===== config.mk =====
export PLATFORM = sky130hd
export DESIGN_NAME = alb_seq
export DESIGN_NICKNAME = d
export VERILOG_FILES = /design/src/rtl/alb_seq.sv
export SDC_FILE = /design/constraint.sdc
export NUM_CORES = 1
export LEC_CHECK = 0
export CAP_MARGIN = 20
export CORE_ASPECT_RATIO = 0.7
export CORE_MARGIN = 4
export CORE_UTILIZATION = 35
export CTS_CLUSTER_SIZE = 14
export DETAILED_ROUTE_END_ITERATION = 12
export DONT_BUFFER_PORTS = 1
export PLACE_DENSITY_LB_ADDON = 0.25
export SLEW_MARGIN = 20
export SYNTH_ARGS = -nofsm -noshare
export SYNTH_HDL_FRONTEND = slang
export SYNTH_SLANG_ARGS = --single-unit

===== constraint.sdc =====
create_clock -name clk -period 3.8 [get_ports clk]
set_input_delay 0.76 -clock clk [delete_from_list [all_inputs] [get_ports clk]]
set_output_delay 0.76 -clock clk [all_outputs]
set_load 0.01 [all_outputs]

===== src/rtl/alb_seq.sv =====
// Registered, handshaked ALB with a persistent flag register for carry chaining.
// SHL and MUL iterate in BUSY, one bit per cycle; all other ops finish in one cycle.
module alb_seq #(
   parameter int W      = 10,
   parameter int MUL_EN = 1
) (
   input  logic         clk,
   input  logic         rst_n,
   input  logic         in_valid,
   output logic         in_ready,
   input  logic [W-1:0] A,
   input  logic [W-1:0] B,
   input  logic         CI,
   input  logic         use_c,
   input  logic [2:0]   ALB_MI,
   output logic         out_valid,
   input  logic         out_ready,
   output logic [W-1:0] F,
   output logic         CO,
   output logic         VO,
   output logic         NO,
   output logic         ZO,
   output logic [1:0]   dbg_state
);
   // Handshake: a request is taken on an edge with in_valid & in_ready;
   // a result is released on an edge with out_valid & out_ready.
   localparam int CW = $clog2(W + 1);
   localparam logic [W-1:0] W_V = W'(W);

   typedef enum logic [1:0] {IDLE = 2'd0, BUSY = 2'd1, DONE = 2'd2} state_t;

   state_t         state;
   logic [2:0]     op_r;
   logic [W-1:0]   work;
   logic [W-1:0]   mplier;
   logic [2*W-1:0] acc;
   logic [2*W-1:0] mcand;
   logic [CW-1:0]  cnt;

   logic [W-1:0]   shamt, b_eff, sh_next, fin_res, fin_fv;
   logic [W:0]     sum;
   logic [2*W-1:0] mul_next;
   logic           cin, is_mul, go_busy, last, load, fin_co, fin_vo;

   assign in_ready  = (state == IDLE);
   assign out_valid = (state == DONE);
   assign dbg_state = state;

   assign shamt   = B % W_V;
   assign is_mul  = (ALB_MI == 3'b111) && (MUL_EN != 0);
   assign go_busy = ((ALB_MI == 3'b101) && (shamt != '0)) || is_mul;
   assign last    = (state == BUSY) && (cnt == CW'(1));
   assign load    = ((state == IDLE) && in_valid && !go_busy) || last;

   always_comb begin
      b_eff    = (ALB_MI == 3'b000) ? B : ~B;
      cin      = use_c ? CO : CI;
      sum      = {1'b0, A} + {1'b0, b_eff} + {{W{1'b0}}, cin};
      sh_next  = work << 1;
      mul_next = acc + (mplier[0] ? mcand : '0);
      fin_res  = '0;
      fin_fv   = '0;
      fin_co   = 1'b0;
      fin_vo   = 1'b0;
      if (state == BUSY) begin
         if (op_r == 3'b101) begin
            fin_res = sh_next;
            fin_fv  = sh_next;
            fin_co  = work[W-1];
         end else begin
            fin_res = mul_next[W-1:0];
            fin_fv  = mul_next[W-1:0];
            fin_co  = |mul_next[2*W-1:W];
         end
      end else begin
         case (ALB_MI)
            3'b000, 3'b001, 3'b010: begin
               // CMP reports flags of the difference but passes A through.
               fin_res = (ALB_MI == 3'b010) ? A : sum[W-1:0];
               fin_fv  = sum[W-1:0];
               fin_co  = sum[W];
               fin_vo  = (A[W-1] == b_eff[W-1]) && (sum[W-1] != A[W-1]);
            end
            3'b011:  begin fin_res = A | B; fin_fv = A | B; end
            3'b100:  begin fin_res = A & B; fin_fv = A & B; end
            3'b101:  begin fin_res = A;     fin_fv = A;     end
            default: begin fin_res = A ^ B; fin_fv = A ^ B; end
         endcase
      end
   end

   always_ff @(posedge clk or negedge rst_n) begin
      if (!rst_n) begin
         state  <= IDLE;
         op_r   <= '0;
         work   <= '0;
         mplier <= '0;
         acc    <= '0;
         mcand  <= '0;
         cnt    <= '0;
         F      <= '0;
         CO     <= 1'b0;
         VO     <= 1'b0;
         NO     <= 1'b0;
         ZO     <= 1'b0;
      end else begin
         if (load) begin
            F  <= fin_res;
            CO <= fin_co;
            VO <= fin_vo;
            NO <= fin_fv[W-1];
            ZO <= (fin_fv == '0);
         end
         case (state)
            IDLE: if (in_valid) begin
               op_r <= ALB_MI;
               if (is_mul) begin
                  acc    <= '0;
                  mcand  <= {{W{1'b0}}, A};
                  mplier <= B;
                  cnt    <= CW'(W);
                  state  <= BUSY;
               end else if (go_busy) begin
                  work  <= A;
                  cnt   <= CW'(shamt);
                  state <= BUSY;
               end else begin
                  state <= DONE;
               end
            end
            BUSY: begin
               work   <= sh_next;
               acc    <= mul_next;
               mcand  <= mcand << 1;
               mplier <= mplier >> 1;
               cnt    <= cnt - CW'(1);
               if (last) state <= DONE;
            end
            DONE: if (out_ready) state <= IDLE;
            default: state <= IDLE;
         endcase
      end
   end
endmodule


=== Word-level counts from Yosys, hierarchy flattened ===
Cells that the tools add are included.

* Register bits: 83
* Output and inout port bits: 18
* Input port bits: 29

* Eq/ne operators: 19
* Muxes and demuxes: 37
* Add/subtract/negate cells: 4
* Reductions and logical operators: 20
* Bitwise gates (word level): 4
* Divide/modulo/power cells: 1

{| class="wikitable"
|+ Operators with widths
! cell !! count
|-
| $mux W10 || 10
|-
| $mux W20 || 5
|-
| $pmux W10 S4 || 2
|-
| $pmux W20 S2 || 2
|-
| $pmux W10 S2 || 2
|-
| $add A20 B20 Y20 || 1
|-
| $eq A3 B3 Y1 const B || 4
|-
| $mux W4 || 3
|-
| $add A10 B10 Y11 || 1
|-
| $add A11 B1 Y11 || 1
|-
| $and A10 B10 Y10 || 1
|-
| $logic_not A10 Y1 || 1
|-
| $mod A10 B4 Y10 const B || 1
|-
| $mux W2 || 5
|-
| $not A10 Y10 || 1
|-
| $or A10 B10 Y10 || 1
|-
| $reduce_bool A10 Y1 || 1
|-
| $reduce_or A10 Y1 || 1
|-
| $xor A10 B10 Y10 || 1
|-
| $reduce_and A3 Y1 || 3
|-
| $pmux W4 S2 || 1
|-
| $eq A3 B2 Y1 const B || 2
|-
| $mux W1 || 6
|-
| $ne A2 B1 Y1 const B || 3
|-
| other kinds (19) || 26
|}

=== Depth between registers and ports, before layout ===
Gate-level depths: netlist of run 1.

* Depth after elaboration: 8
* Mapped depth: 17
* Mapped depth without buffers: 13

=== Least setup slack after synthesis of run 1 ===
OpenSTA, ideal clock, no wires.

* Path type: input to register
* Start: input port ALB_MI[0]
* End: register F[6]
* Stages on the path: 17
* Required time: 3675 ps
* Path buffers: 4
* Path slack: -846 ps
* Data arrival time: 4522 ps
* Cells stage by stage: clkbuf_1 buf_1 clkbuf_1 nor3_1 buf_1 xnor2_1 fa_1 fa_1 a21oi_1 nor2b_1 o31ai_1 nor2b_1 xor2_1 o21ai_0 a211oi_1 a21oi_1 mux2_2

* Longest elaborated chain between the ends: 7
* Elaborated cells on any way between the ends: 19
* Classes of those cells: 2 x add/sub; 6 x eq/ne; 4 x mux; 7 x reduce/logical

{| class="wikitable"
|+ Ends and longest elaborated chain
! item !! RTL line !! text
|-
| from (decl) || 15 || <nowiki>input logic [2:0] ALB_MI,</nowiki>
|-
| $logic_not A3 Y1 || 56, 76 ||
|-
| $mux W10 || 56 || <nowiki>b_eff = (ALB_MI == 3'b000) ? B : ~B;</nowiki>
|-
| $add A10 B10 Y11 || 58 || <nowiki>sum = {1'b0, A} + {1'b0, b_eff} + {{W{1'b0}}, cin};</nowiki>
|-
| $add A11 B1 Y11 || 58 ||
|-
| $mux W10 || 79 || <nowiki>fin_res = (ALB_MI == 3'b010) ? A : sum[W-1:0];</nowiki>
|-
| $pmux W10 S4 || 76 || <nowiki>case (ALB_MI)</nowiki>
|-
| $mux W10 || 65 || <nowiki>if (state == BUSY) begin</nowiki>
|-
| to (signal assigned) || 108 || <nowiki>F <= fin_res;</nowiki>
|-
| to (decl) || 18 || <nowiki>output logic [W-1:0] F,</nowiki>
|}

Parallel ways exist; a longest one is shown, timed or not.
A chain may end at the register's enable or synchronous reset.

=== Worst setup path after layout of run 1 ===
* Start: register mcand[0]
* End: register CO

* Longest elaborated chain between the ends: 5

{| class="wikitable"
|+ Ends and longest elaborated chain
! item !! RTL line !! text
|-
| from (decl) || 37 || <nowiki>logic [2*W-1:0] mcand;</nowiki>
|-
| from (signal assigned) || 119 || <nowiki>mcand <= {{W{1'b0}}, A};</nowiki>
|-
| from (signal assigned) || 134 || <nowiki>mcand <= mcand << 1;</nowiki>
|-
| $mux W20 || 60 || <nowiki>mul_next = acc + (mplier[0] ? mcand : '0);</nowiki>
|-
| $add A20 B20 Y20 || 60 ||
|-
| $reduce_or A10 Y1 || 73 || <nowiki>fin_co = |mul_next[2*W-1:W];</nowiki>
|-
| $mux W1 || 66 || <nowiki>if (op_r == 3'b101) begin</nowiki>
|-
| $mux W1 || 65 ||
|-
| to (signal assigned) || 109 || <nowiki>CO <= fin_co;</nowiki>
|-
| to (decl) || 19 || <nowiki>output logic CO,</nowiki>
|}

Every way passes these cells.

==> summary.txt, run 1 <==
Outcome
  • Status: completed

Worst setup path
  • Critical path peak fanout: 4
  • Reg-to-Reg End: CO
  • Crit-path max cell delay: 0.47 ns
  • Critical path arrival: ~3.8 ns
  • Crit-path cells: and2_1, ha_1, fa_1, a21oi_1, o221ai_1, a311oi_1, buf_4, nor2_1, xnor2_1, or4b_1, nor4_1, o2111a_1, o31ai_1
  • Reg2reg setup slack: around 0.26 ns
  • CP Data Required Time: between 4 and 5 ns
  • CP Launch Type: flip-flop
  • R2R Path Start: mcand[0]
  • CP top delay family: compound AO/OA/AOI/OAI gates
  • Worst-case reg-to-reg path depth: 13
  • Buf+Inv Stages, Crit Path: 1
  • Critical Path Sink Type: flip-flop
  • Crit-path slowest cell: or4b_1
  • Crit Path Class: flip-flop to flip-flop

Cells and area
  • Fin util: approximately two fifths
  • Sequential cell area: between 2000 and 2500 um2
  • Layout cells sized above 1: around a tenth
  • Multi-input logic area: 4790 um2
  • Final Non-Filler Cells: between 1k and 1.5k
  • # diodes: 0
  • Filler cells: 2073
  • Layout Nets: 899
  • Area delta synth->final: 7.85%

Synth
  • Async SR Flop Fraction: 100%
  • Syn_nets: approximately 930
  • Top_reg_cell synth: dfrtp_1
  • Synth Instances: 843
  • Post-Syn Area: 7220 um2
  • Number of synthesized flops with an enable pin: 0
  • Post-synthesis register bit count: just over 80
  • Seq/Total Area, Yosys: 28.8%
  • Synth Area per Inst: 8.57 um2
  • Synthesis Warnings: 0
  • Synth cell types: between 80 and 90

Hold path
  • Worst Hold Class: input pin to asynchronous set/reset pin

STA
  • Setup-failing EPs final: 0
  • Worst-margin pin slew: ~0.81 ns
  • Final hold viol count: 0
  • Final Critical Period: approximately 3.5 ns
  • Clock skew: 0.0101 ns
  • FMAX: roughly 280 MHz
  • RSZ-0062 raised after global routing: no
  • Max Slew Vio Count: 0
  • Final Cycle Share: between 90% and 100%
  • Rel. slew slack: a little under half

Routing
  • Antenna Nets Post-Route: 0
  • Initial DRC count: between 500 and 600
  • Routed wire length: 21100 um
  • Residual DRC count: 0
  • Drt pass-1 iters: 5
  • WL/cell: 19.4 um
  • Via-to-Cell Ratio: 5.74
  • DR vias: 6267

Pwr
  • Lkg Pwr: 3.43 nW
  • Pwr Density: between 600 and 700 nW/um2
  • Tot Pwr: 0.00496 W
  • Max IR drop VDD: 0.307 mV

CTS
  • Total CTS buffers: 9
  • Max clock buf depth: 2
  • CTS tree: yes
  • Clock Latency Late Sink: 0.35 ns
  • Clock root buffer master: clkbuf_16
  • Clk slew on worst S/H paths: ~0.070 ns
  • Sink Count: between 80 and 90
  • CTS resizes: 0
  • Post-CTS setup buffer count: 0
  • Post-CTS Hold Buffers: 0
  • H-tree depth: 3

GRT
  • Vias in the first global route: 5850
  • Global-route wire length before repair: 33500 um
  • Grt ovf: 0
  • Initial antenna violation count: 1
  • Largest net degree at the start of global routing: 84
  • Total Routing Usage GR: 17.9%

Place
  • Routability cong.: about 0.86
  • DP HPWL: 15500 um
  • PortBufs: 0
  • DP Cell Count: 1076

Die
  • Die footprint: 23000 um2
  • Die Span Y: roughly 130 um
  • Ports: between 40 and 50
  • Die Width: approximately 180 um
  • Starting Density: 36.1%
  • Core ar.: 20000 um2
  • Num rows: 43

Flow run
  • Maxcap violations: 0
-- where the power goes --
group / internal [W] / leakage, nW / switching, W
logic: 0.00109 / 2.24 / 0.00141
registers: 0.00126 / 1.05 / 0.000320
clock network: 0.000455 / 0.135 / 0.000430
total: 0.00280 / 3.43 / 0.00216
-- per-stage QoR --
| step | hold slack (ns) | setup WS, ns | TNS (ns) | area [um2] |
|---|---|---|---|---|
| finish | 0.0950 | 0.255 | 0 | 7790 |
| global route | 0.0799 | 0.0433 | 0 | 7790 |
| CTS | 0.0938 | 0.267 | 0 | 7790 |
| detailed placement | 0.470 | 0.172 | 0 | 7510 |
| global placement | 0.461 | 0.184 | 0 | 7510 |
| floorplan | 0.449 | -0.0381 | -0.0607 | 7300 |
-- kinds of logic (layout without fill, tap and decap cells) --
logic type	after synthesis	count (layout)	synth area share [%]
muxes	41	41	6.60
buffers and inverters	90	69	5.47
adders and majority gates	53	53	9.49
AOI/OAI and AO/OA	279	279	27.0
and+or+nand+nor	259	259	18.1
DFF	83	83	28.8
xor gates and xnor gates	38	38	4.61
-- metal layers --
| metal | vias up | global-route usage [%] | share of wire, % |
|---|---|---|---|
| li1 | 3039 | - | - |
| met1 | 3021 | 29.4 | 54 |
| met2 | 194 | 23.0 | 37 |
| met3 | 13 | 5.28 | 8.2 |
| met4 | 0 | 2.19 | 0.53 |
| met5 | - | 0 | 0 |
-- synthesized netlist by cell type, drive strengths merged (16+ instances only) --
cell / count / area, um2
ha: 50 / 626
o21ai: 68 / 340
dfrtp: 83 / 2080
a22o: 24 / 210
a21oi: 60 / 304
inv: 31 / 116
a22oi: 16 / 139
buf: 18 / 125
nor2: 50 / 188
nand2: 94 / 353
xnor2: 27 / 236
clkbuf: 37 / 139
and2: 22 / 138
mux2: 26 / 327
-- how the worst max path moves through the flow --
stage / startpoint / endpoint / slack (ns) / depth (start not counted)
global placement: use_c / F[6] / 0.18 / 12
finish: mcand[0] / CO / 0.26 / 13
floorplan: ALB_MI[0] / F[6] / -0.04 / 17
CTS: mcand[0] / CO / 0.27 / 13
global route: mcand[0] / CO / 0.04 / 12
detailed placement: use_c / F[6] / 0.17 / 12
-- registers in the layout, indices dropped and copies added, names as in the netlist --
signal / flops
op_r: 3
dbg_state: 2
F: 10
mplier: 10
mcand: 20
work: 10
cnt: 4
ZO: 1
acc: 20
NO: 1
VO: 1
CO: 1
-- area by class of cell --
class                           count  share of cell area [%]
Timing Repair Buffer               18                    2.22
Sequential cell                    83                    26.7
Clock buffer                        9                    2.89
Multi-Input combinational cell    670                    61.5
Tap cell                          270                    4.34
Clock inverter                      7                   0.739
Inverter                           35                    1.69
-- layout by cell type (no fill, tap or decap), drive strengths merged, types with 7 or more instances in the layout --
master   n
mux2    26
ha      50
a31oi    9
clkbuf   9
o21a     7
nor2    50
o31ai    7
nor3    13
a22o    24
o211ai  13
nand3   11
a21oi   60
inv     35
and2    22
o21ai   68
a21o     9
a22oi   16
xor2    11
buf     18
nand2b  10
mux2i   15
nand2   94
xnor2   27
dfrtp   83
Note: power is estimated with default switching activity, not from simulation.
==> inputs of run 2 (changes only) <==
Settings changed: CORE_UTILIZATION 35 to 65.
==> run 2 against run 1 <==
  * Routed wire length decreased by 3.3%
  * Sequential share of layout area rose by 0.54 points
  * Critical path depth is 1 lower
  * Largest cell class unchanged
  * Register-to-register slack better by 0.04 ns
  * Flip-flop and latch count is the same
  * Critical endpoint unchanged
  * Combinational power hardly changed
==> summary.txt, run 2 (synthesized netlist as in run 1, its figures left out) <==
Cells and area
  • Most frequent cells in the layout: nand2_1, dfrtp_1, o21ai_0
  • Most common cell after layout, fill and taps aside: nand2_1
  • Biggest regs: acc: 20 flops, mcand: 20 flops
  • Area delta synth->final: 5.70%
  • Layout Nets: ~900
  • Layout cells sized above 1: between 10% and 20%
  • # diodes: 0

CTS
  • Post-CTS setup buffer count: 0
  • Clock root buffer master: clkbuf_16
  • Total CTS buffers: 9
  • Clk slew on worst S/H paths: roughly 0.07 ns
  • Sink Count: 83
  • Clock Latency Late Sink: 0.35 ns
  • H-tree depth: 3
  • Max clock buf depth: 2
  • CTS tree: yes

Place
  • DP HPWL: 14900 um
  • Worst slack, placed: 0.156 ns
  • PortBufs: 0
  • Routability cong.: between 0.9 and 1

STA
  • Rel. slew slack: 50.8%
  • RSZ-0062 raised after global routing: no
  • Clock skew: 0.00368 ns
  • Final WS setup: between 0.2 and 0.3 ns
  • Setup-failing EPs final: 0
  • Max Slew Vio Count: 0
  • FMAX: 285 MHz
  • Worst-margin pin slew: roughly 0.74 ns
  • Final hold viol count: 0
  • Final Critical Period: roughly 3.5 ns
  • Final Cycle Share: 92.2%

Routing
  • Residual DRC count: 0
  • Via-to-Cell Ratio: just under 7
  • Drt pass-1 iters: 5
  • Routed wire length: approximately 20000 um
  • Initial DRC count: between 800 and 900
  • WL/cell: roughly 21 um
  • DR vias: 6634
  • Antenna Nets Post-Route: 0

Hold path
  • Worst Hold Class: input pin to asynchronous set/reset pin

Worst setup path
  • Critical path arrival: 3.73 ns
  • CP Data Required Time: 4.02 ns
  • Critical Path Sink Type: flip-flop
  • CP Launch Type: flip-flop
  • Reg-to-Reg End: CO
  • Critical path peak fanout: 6
  • R2R Path Start: mplier[0]
  • Reg2reg setup slack: approximately 0.30 ns
  • Worst-case reg-to-reg path depth: 12
  • Crit Path Class: flip-flop to flip-flop

Pwr
  • Lkg Pwr: 3.42 nW
  • Tot Pwr: roughly 0.0050 W
  • Pwr Density: 660 nW/um2
  • Max IR drop VDD: 0.561 mV

Die
  • Num rows: 31
  • Core ar.: 10600 um2
  • Ports: 47
  • Die footprint: 12900 um2
  • Die Width: 134 um
  • Starting Density: 68.2%
  • Die Span Y: 96.2 um

GRT
  • Largest net degree at the start of global routing: 84
  • Met2 usage: 49.7%
  • Initial antenna violation count: 0
  • Grt peak-use layer: met2
  • Global-route wire length before repair: 32600 um
  • Met3 Resource Use GR: 6.84%
  • Met1 global-route usage: 45.9%
  • Grt ovf: 0
  • Vias in the first global route: a little over 6k
  • Total Routing Usage GR: a little under a third

Outcome
  • Status: completed

Flow run
  • Maxcap violations: 0
[run 2: cell count changes in the layout (fill, tap and decap cells not counted), sizes merged]
cell    before  now
clkbuf       9   10
inv         35   33
buf         18   15
clkinv       5    4
bufinv       0    2
[run 2: where the power goes]
| group | total (W) | internal, W | switching, W |
|---|---|---|---|
| Combinational | 0.00247 | 0.00106 | 0.00141 |
| Sequential | 0.00159 | 0.00126 | 0.000329 |
| Clock | 0.000989 | 0.000601 | 0.000388 |
[run 2: worst max-delay path, stage by stage, from the launching register on]
cell and delay (ns):
dfrtp_1 0.41, and2_1 0.15, ha_1 0.22, fa_1 0.44
a21oi_1 0.30, o221ai_2 0.20, a31oi_1 0.19, o311ai_0 0.18
a211o_1 0.31, or4b_1 0.46, nor4_1 0.22, o2111a_1 0.24
o31ai_1 0.07
[run 2: worst max path at each step]
stage                     cells after the start    to       from
after global routing                         12    CO  mplier[0]
after CTS                                    12    CO  mplier[0]
after floorplan                              17  F[6]  ALB_MI[0]
after detailed placement                     13  F[8]  ALB_MI[1]
final                                        12    CO  mplier[0]
after global placement                       13    ZO  ALB_MI[1]
[run 2: what timing repair did]
item,4_1_cts,5_1_grt
setup endpoints to repair,0,1
hold buffers,0,0
gates resized for setup,0,1
[run 2: per-layer routing]
metal / vias up / part of all wire, %
li1: 3037 / -
met5: - / 0
met1: 3187 / 45
met3: 27 / 10
met2: 383 / 43
met4: 0 / 1.2
[run 2: stage by stage]
step | area, um2 | cells | TNS, ns | util (%) | hold WS, ns
finish | 7630 | 967 | 0 | 72.1 | 0.104
global route | 7630 | 967 | 0 | 72.1 | 0.0920
floorplan | 7300 | 843 | -0.0607 | - | 0.449
detailed placement | 7290 | 951 | 0 | 68.9 | 0.467
CTS | 7630 | 967 | 0 | 72.0 | 0.102
global placement | 7290 | 951 | 0 | 68.9 | 0.462
[run 2: final cells by class]
class	count	area (um2)
fillers	797	2950
repair buffers	15	113
inverters	35	131
clock buffers	10	239
well taps	148	185
clock inverters	6	95.1
flip-flops and latches	83	2080
multi-input cells	670	4790
